$ cat src/rtl/dac_scheduler.sv
// DAC sample scheduler: a fixed-rate tick arbitrates two sample requesters
// (round-robin on contention) into a registered DAC code with underrun tracking.
module dac_scheduler #(
  parameter int unsigned DIV      = 100,
  parameter logic [7:0]  MIDSCALE = 8'h80
) (
  input  logic       clk,
  input  logic       rst,
  input  logic       enable,
  input  logic [7:0] req0_data,
  input  logic       req0_valid,
  output logic       req0_ready,
  input  logic [7:0] req1_data,
  input  logic       req1_valid,
  output logic       req1_ready,
  output logic [7:0] dac_data,
  output logic       sample_strobe,
  output logic       last_grant,
  output logic       underrun,
  output logic [7:0] underrun_cnt
);

  typedef enum logic {S_IDLE, S_RUN} state_t;

  localparam logic [15:0] RELOAD = 16'(DIV - 1);

  state_t      r_state;
  state_t      w_state_nxt;
  logic [15:0] r_cnt;
  logic [15:0] w_cnt_nxt;
  logic [7:0]  r_dac_data;
  logic        r_strobe;
  logic        r_last_grant;
  logic        r_underrun;
  logic [7:0]  r_underrun_cnt;
  logic        w_tick;
  logic        w_gnt0;
  logic        w_gnt1;

  // A tick whose cycle already sees enable low or rst high is suppressed, so
  // no transfer can slip through on the way out of RUN or into reset.
  assign w_tick = (r_state == S_RUN) && (r_cnt == 16'd0) && enable && !rst;

  assign w_gnt0 = w_tick && req0_valid && (!req1_valid || r_last_grant);
  assign w_gnt1 = w_tick && req1_valid && (!req0_valid || !r_last_grant);

  // NOTE: every always_comb output gets a default first, so no path leaves
  // it unassigned and no latch is inferred.
  always_comb begin
    w_state_nxt = r_state;
    w_cnt_nxt   = RELOAD;
    case (r_state)
      S_IDLE: if (enable) w_state_nxt = S_RUN;
      S_RUN: begin
        if (!enable) w_state_nxt = S_IDLE;
        if (r_cnt != 16'd0) w_cnt_nxt = r_cnt - 16'd1;
      end
      default: w_state_nxt = S_IDLE;
    endcase
  end

  // NOTE: sequential state uses non-blocking assignments so every register
  // samples the pre-edge values, independent of statement order.
  always_ff @(posedge clk) begin
    if (rst) begin
      r_state        <= S_IDLE;
      r_cnt          <= RELOAD;
      r_dac_data     <= MIDSCALE;
      r_strobe       <= 1'b0;
      r_last_grant   <= 1'b1;
      r_underrun     <= 1'b0;
      r_underrun_cnt <= 8'd0;
    end else begin
      r_state  <= w_state_nxt;
      r_cnt    <= w_cnt_nxt;
      r_strobe <= w_gnt0 | w_gnt1;
      if (w_gnt0) begin
        r_dac_data   <= req0_data;
        r_last_grant <= 1'b0;
      end else if (w_gnt1) begin
        r_dac_data   <= req1_data;
        r_last_grant <= 1'b1;
      end
      if (w_tick && !req0_valid && !req1_valid) begin
        r_underrun <= 1'b1;
        if (r_underrun_cnt != 8'hFF) r_underrun_cnt <= r_underrun_cnt + 8'd1;
      end
    end
  end

  assign req0_ready    = w_gnt0;
  assign req1_ready    = w_gnt1;
  assign dac_data      = r_dac_data;
  assign sample_strobe = r_strobe;
  assign last_grant    = r_last_grant;
  assign underrun      = r_underrun;
  assign underrun_cnt  = r_underrun_cnt;

endmodule

$ cat config.mk
export PLATFORM = sky130hd
export DESIGN_NAME = dac_scheduler
export DESIGN_NICKNAME = d
export VERILOG_FILES = /design/src/rtl/dac_scheduler.sv
export SDC_FILE = /design/constraint.sdc
export NUM_CORES = 1
export LEC_CHECK = 0
export CAP_MARGIN = 25
export CELL_PAD_IN_SITES_DETAIL_PLACEMENT = 0
export CELL_PAD_IN_SITES_GLOBAL_PLACEMENT = 1
export CORE_MARGIN = 4
export CORE_UTILIZATION = 40
export DETAILED_ROUTE_END_ITERATION = 10
export GPL_ROUTABILITY_DRIVEN = 0
export PLACE_DENSITY = 0.82
export SLEW_MARGIN = 20
export SYNTH_ARGS = -nofsm -noshare
export SYNTH_HDL_FRONTEND = slang
export SYNTH_SLANG_ARGS = --single-unit
$ cat constraint.sdc
create_clock -name clk -period 3.2 [get_ports clk]
set_input_delay 0.48 -clock clk [delete_from_list [all_inputs] [get_ports clk]]
set_output_delay 0.48 -clock clk [all_outputs]
set_load 0.1 [all_outputs]
==> flow_summary_export.csv <==
group,metric,value,unit
outcome,outcome,"complete, no violations",
yosys,yosysSeqAreaShare,40.14,%
run,maxCapViolations,0,
finish,syn2layout_area_growth,29.76,%
yosys,yosys.area_share.adder,2.091,%
floorplan,core,4354,um2
finish,multiInputGateArea,991.0,um2
global_route,grt.overflow.total,0,
global_route,grt_pass1_vias,1353,
placed_design,port_buffers,41,
timing,layout_min_cycle_time,2.469,ns
drt,vias_per_cell,5.288,
timing,tightest_slew,0.9706,ns
cts,clockBufferDepth,2,
floorplan,fp.dieH,75.00,um
floorplan,die_width,75.00,um
global_route,grt_start_max_net_pins,21,
placed_design,dp_hpwl,2967,um
cts,clk_pin_slew,0.07,ns
finish,diodes,0,
power_and_ir_drop,ir_worst_vdd,237.5,uV
drt,wl_per_cell,14.30,um
cts,ctsResizeCount,0,
setup_path,timing_worst_setup_path_type,"reg2out",
yosys,synthTopCellsByArea,"dfxtp_1 (40%), a21oi_1 (4.7%), mux2i_1 (4.5%), xor2_1 (4.4%), nor4_4 (3.6%)",
finish,drive_gt1_share,18.22,%
setup_path,required,2.72,ns
yosys,synth_flop_cell,"dfxtp_1",
yosys,ys_seq_elements,36,
yosys,yosysTopAreaCell,"dfxtp_1",
setup_path,reg2reg_slack,1.16,ns
floorplan,rows,24,
cts,numCtsBuffers,5,
timing,slew_violations,0,
yosys,synth_compound_area_share,15.89,%
global_route,grt_use_total,15.40,%
yosys,synth_mux_area_share,4.460,%
finish,fillCellCount,405,
timing,final-hold-violation-count,0,
drt,firstDrtPassIters,4,
timing,setup-violations-final,0,
drt,ant_nets,0,
power_and_ir_drop,power.density,356.4,nW/um2
drt,drt_iter0_markers,89,
cts,ctsRootBufferMaster,"clkbuf_8",
floorplan,io_pins,42,
yosys,synthSimpleGateAreaFrac,27.32,%
power_and_ir_drop,leakage,0.8549,nW
timing,worst_slack,0.7309,ns
timing,max_freq,0.4050,GHz
setup_path,worstPathArrival,1.99,ns
yosys,syn_area,1795,um2
finish,final_area,2330,um2
cts,cts_hold_buf,0,
finish,final-seq-area,720.7,um2
timing,fin_crit_sh,77.16,%
setup_path,cp_max_fo,7,
yosys,synth_edf_count,0,
drt,routed_wirelength,4117,um
cts,h-tree-depth,2,
yosys,synth_top_family_by_area,"simple AND/OR/NAND/NOR gates",
setup_path,start_kind,"flip-flop",
yosys,avgSynthCellArea,9.450,um2
timing,clock_skew,0.004271,ns
placed_design,place_area,2235,um2
global_route,antenna_found_initial,0,
yosys,ys_types,48,
cts,cts_sinks,36,
yosys,synth_xor_area_share,4.878,%
floorplan,design.die.area,5624,um2
timing,maxSlewHeadroom,35.09,%
finish,layout.nets,259,
cts,cts_setup_buffers,0,
timing,tns,0,ns
global_route,grt_pass1_wl,6651,um
cts,cts_tree,"yes",
yosys,yosysTopAreaCellShare,40.14,%
cts,clk_latency,0.28,ns
drt,vias,1523,
timing,rsz0062_at_grt,"no",
drt,drc,0,
yosys,syn_inst,190,
placed_design,place_ws,0.5720,ns
setup_path,endpoint_kind,"output port",
hold_path,min_path_type,"reg2reg",
floorplan,initial_core_util,41.24,%
yosys,synth_warnings,0,
yosys,async_flop_share,0,%
yosys,syn_nets,214,
Yosys cell counts (2+ instances only):
master,count
a211oi_1,7
a21oi_1,17
a31oi_1,2
buf_2,3
clkbuf_8,2
dfxtp_1,36
ha_1,3
inv_1,6
mux2i_1,8
nand2_1,9
nand3_1,6
nand4_1,7
nor2_1,16
nor2b_1,2
nor3_1,4
nor4_4,3
o21ai_0,7
o31ai_1,7
or3_1,2
or4_1,7
xor2_1,9
final timing paths:
path / end / from / cells past startpoint
min reg2reg: r_cnt[0] / r_cnt[0] / 1
min: r_cnt[0] / r_cnt[0] / 1
max reg2reg: underrun_cnt[5] / r_cnt[5] / 6
max: req1_ready / r_cnt[11] / 4
layer usage:
metal,track usage [%],up-vias,part of all wire (%)
li1,-,791,-
met1,21.33,713,47
met2,23.21,17,49
met3,4.005,2,3.1
met4,5.336,0,0.83
met5,0,-,0
metrics by stage:
step / std cells / hold slack, ns / power, W / utilization, %
2_1_floorplan: 190 / 0.3911 / 0.0004820 / -
3_3_place_gp: 279 / 0.4127 / 0.0005123 / 51.32
3_5_place_dp: 279 / 0.4180 / 0.0005125 / 51.32
4_1_cts: 287 / 0.4329 / 0.0008415 / 53.39
5_1_grt: 288 / 0.4567 / 0.0008642 / 53.51
6_report: 288 / 0.4353 / 0.0008302 / 53.51
cell families (layout without fill, tap and decap cells):
kind of cell	after synthesis	in the layout
DFF	36	36
AOI/OAI and AO/OA	46	46
and+or+nand+nor	72	72
buffers and inverters	15	61
adders and majority gates	3	3
xor gates and xnor gates	10	10
muxes	8	8
worst max-delay path: stages (launching register included):
cell and delay (ns):
dfxtp_1 0.36, nor4_4 0.49, nand4b_2 0.33, nor3_2 0.31
buf_12 0.21
power by group:
part,switching (W),internal (W)
logic,0.0000204,0.0000315
clock network,0.000153,0.000176
registers,0.00000112,0.000449
total,0.000174,0.000656
state kept, by name, summed over array words and instances (netlist names):
name and cells:
underrun 1, underrun_cnt 8, dac_data 8, r_state 1, r_cnt 16, last_grant 1, sample_strobe 1
cells in the final DEF, fill, tap and decap left out, drive strengths merged, types with 2 or more instances in the layout:
cell and count:
a211oi 7, a21oi 17, a31oi 2, buf 21, clkbuf 8, clkdlybuf4s50 26, dfxtp 36, ha 3
inv 6, mux2i 8, nand2 9, nand3 6, nand4 7, nand4b 3, nor2 17, nor2b 2
nor3 5, nor4 3, o21ai 8, o311ai 2, o31ai 7, or3 4, or4 8, xor2 9
layout make-up:
class	instances	area share, %
Clock buffer	8	3.867
Inverter	6	0.9667
Multi-Input combinational cell	139	42.53
Sequential cell	36	30.93
Tap cell	52	2.793
Timing Repair Buffer	47	18.90
(Power assumes the default switching activity.)
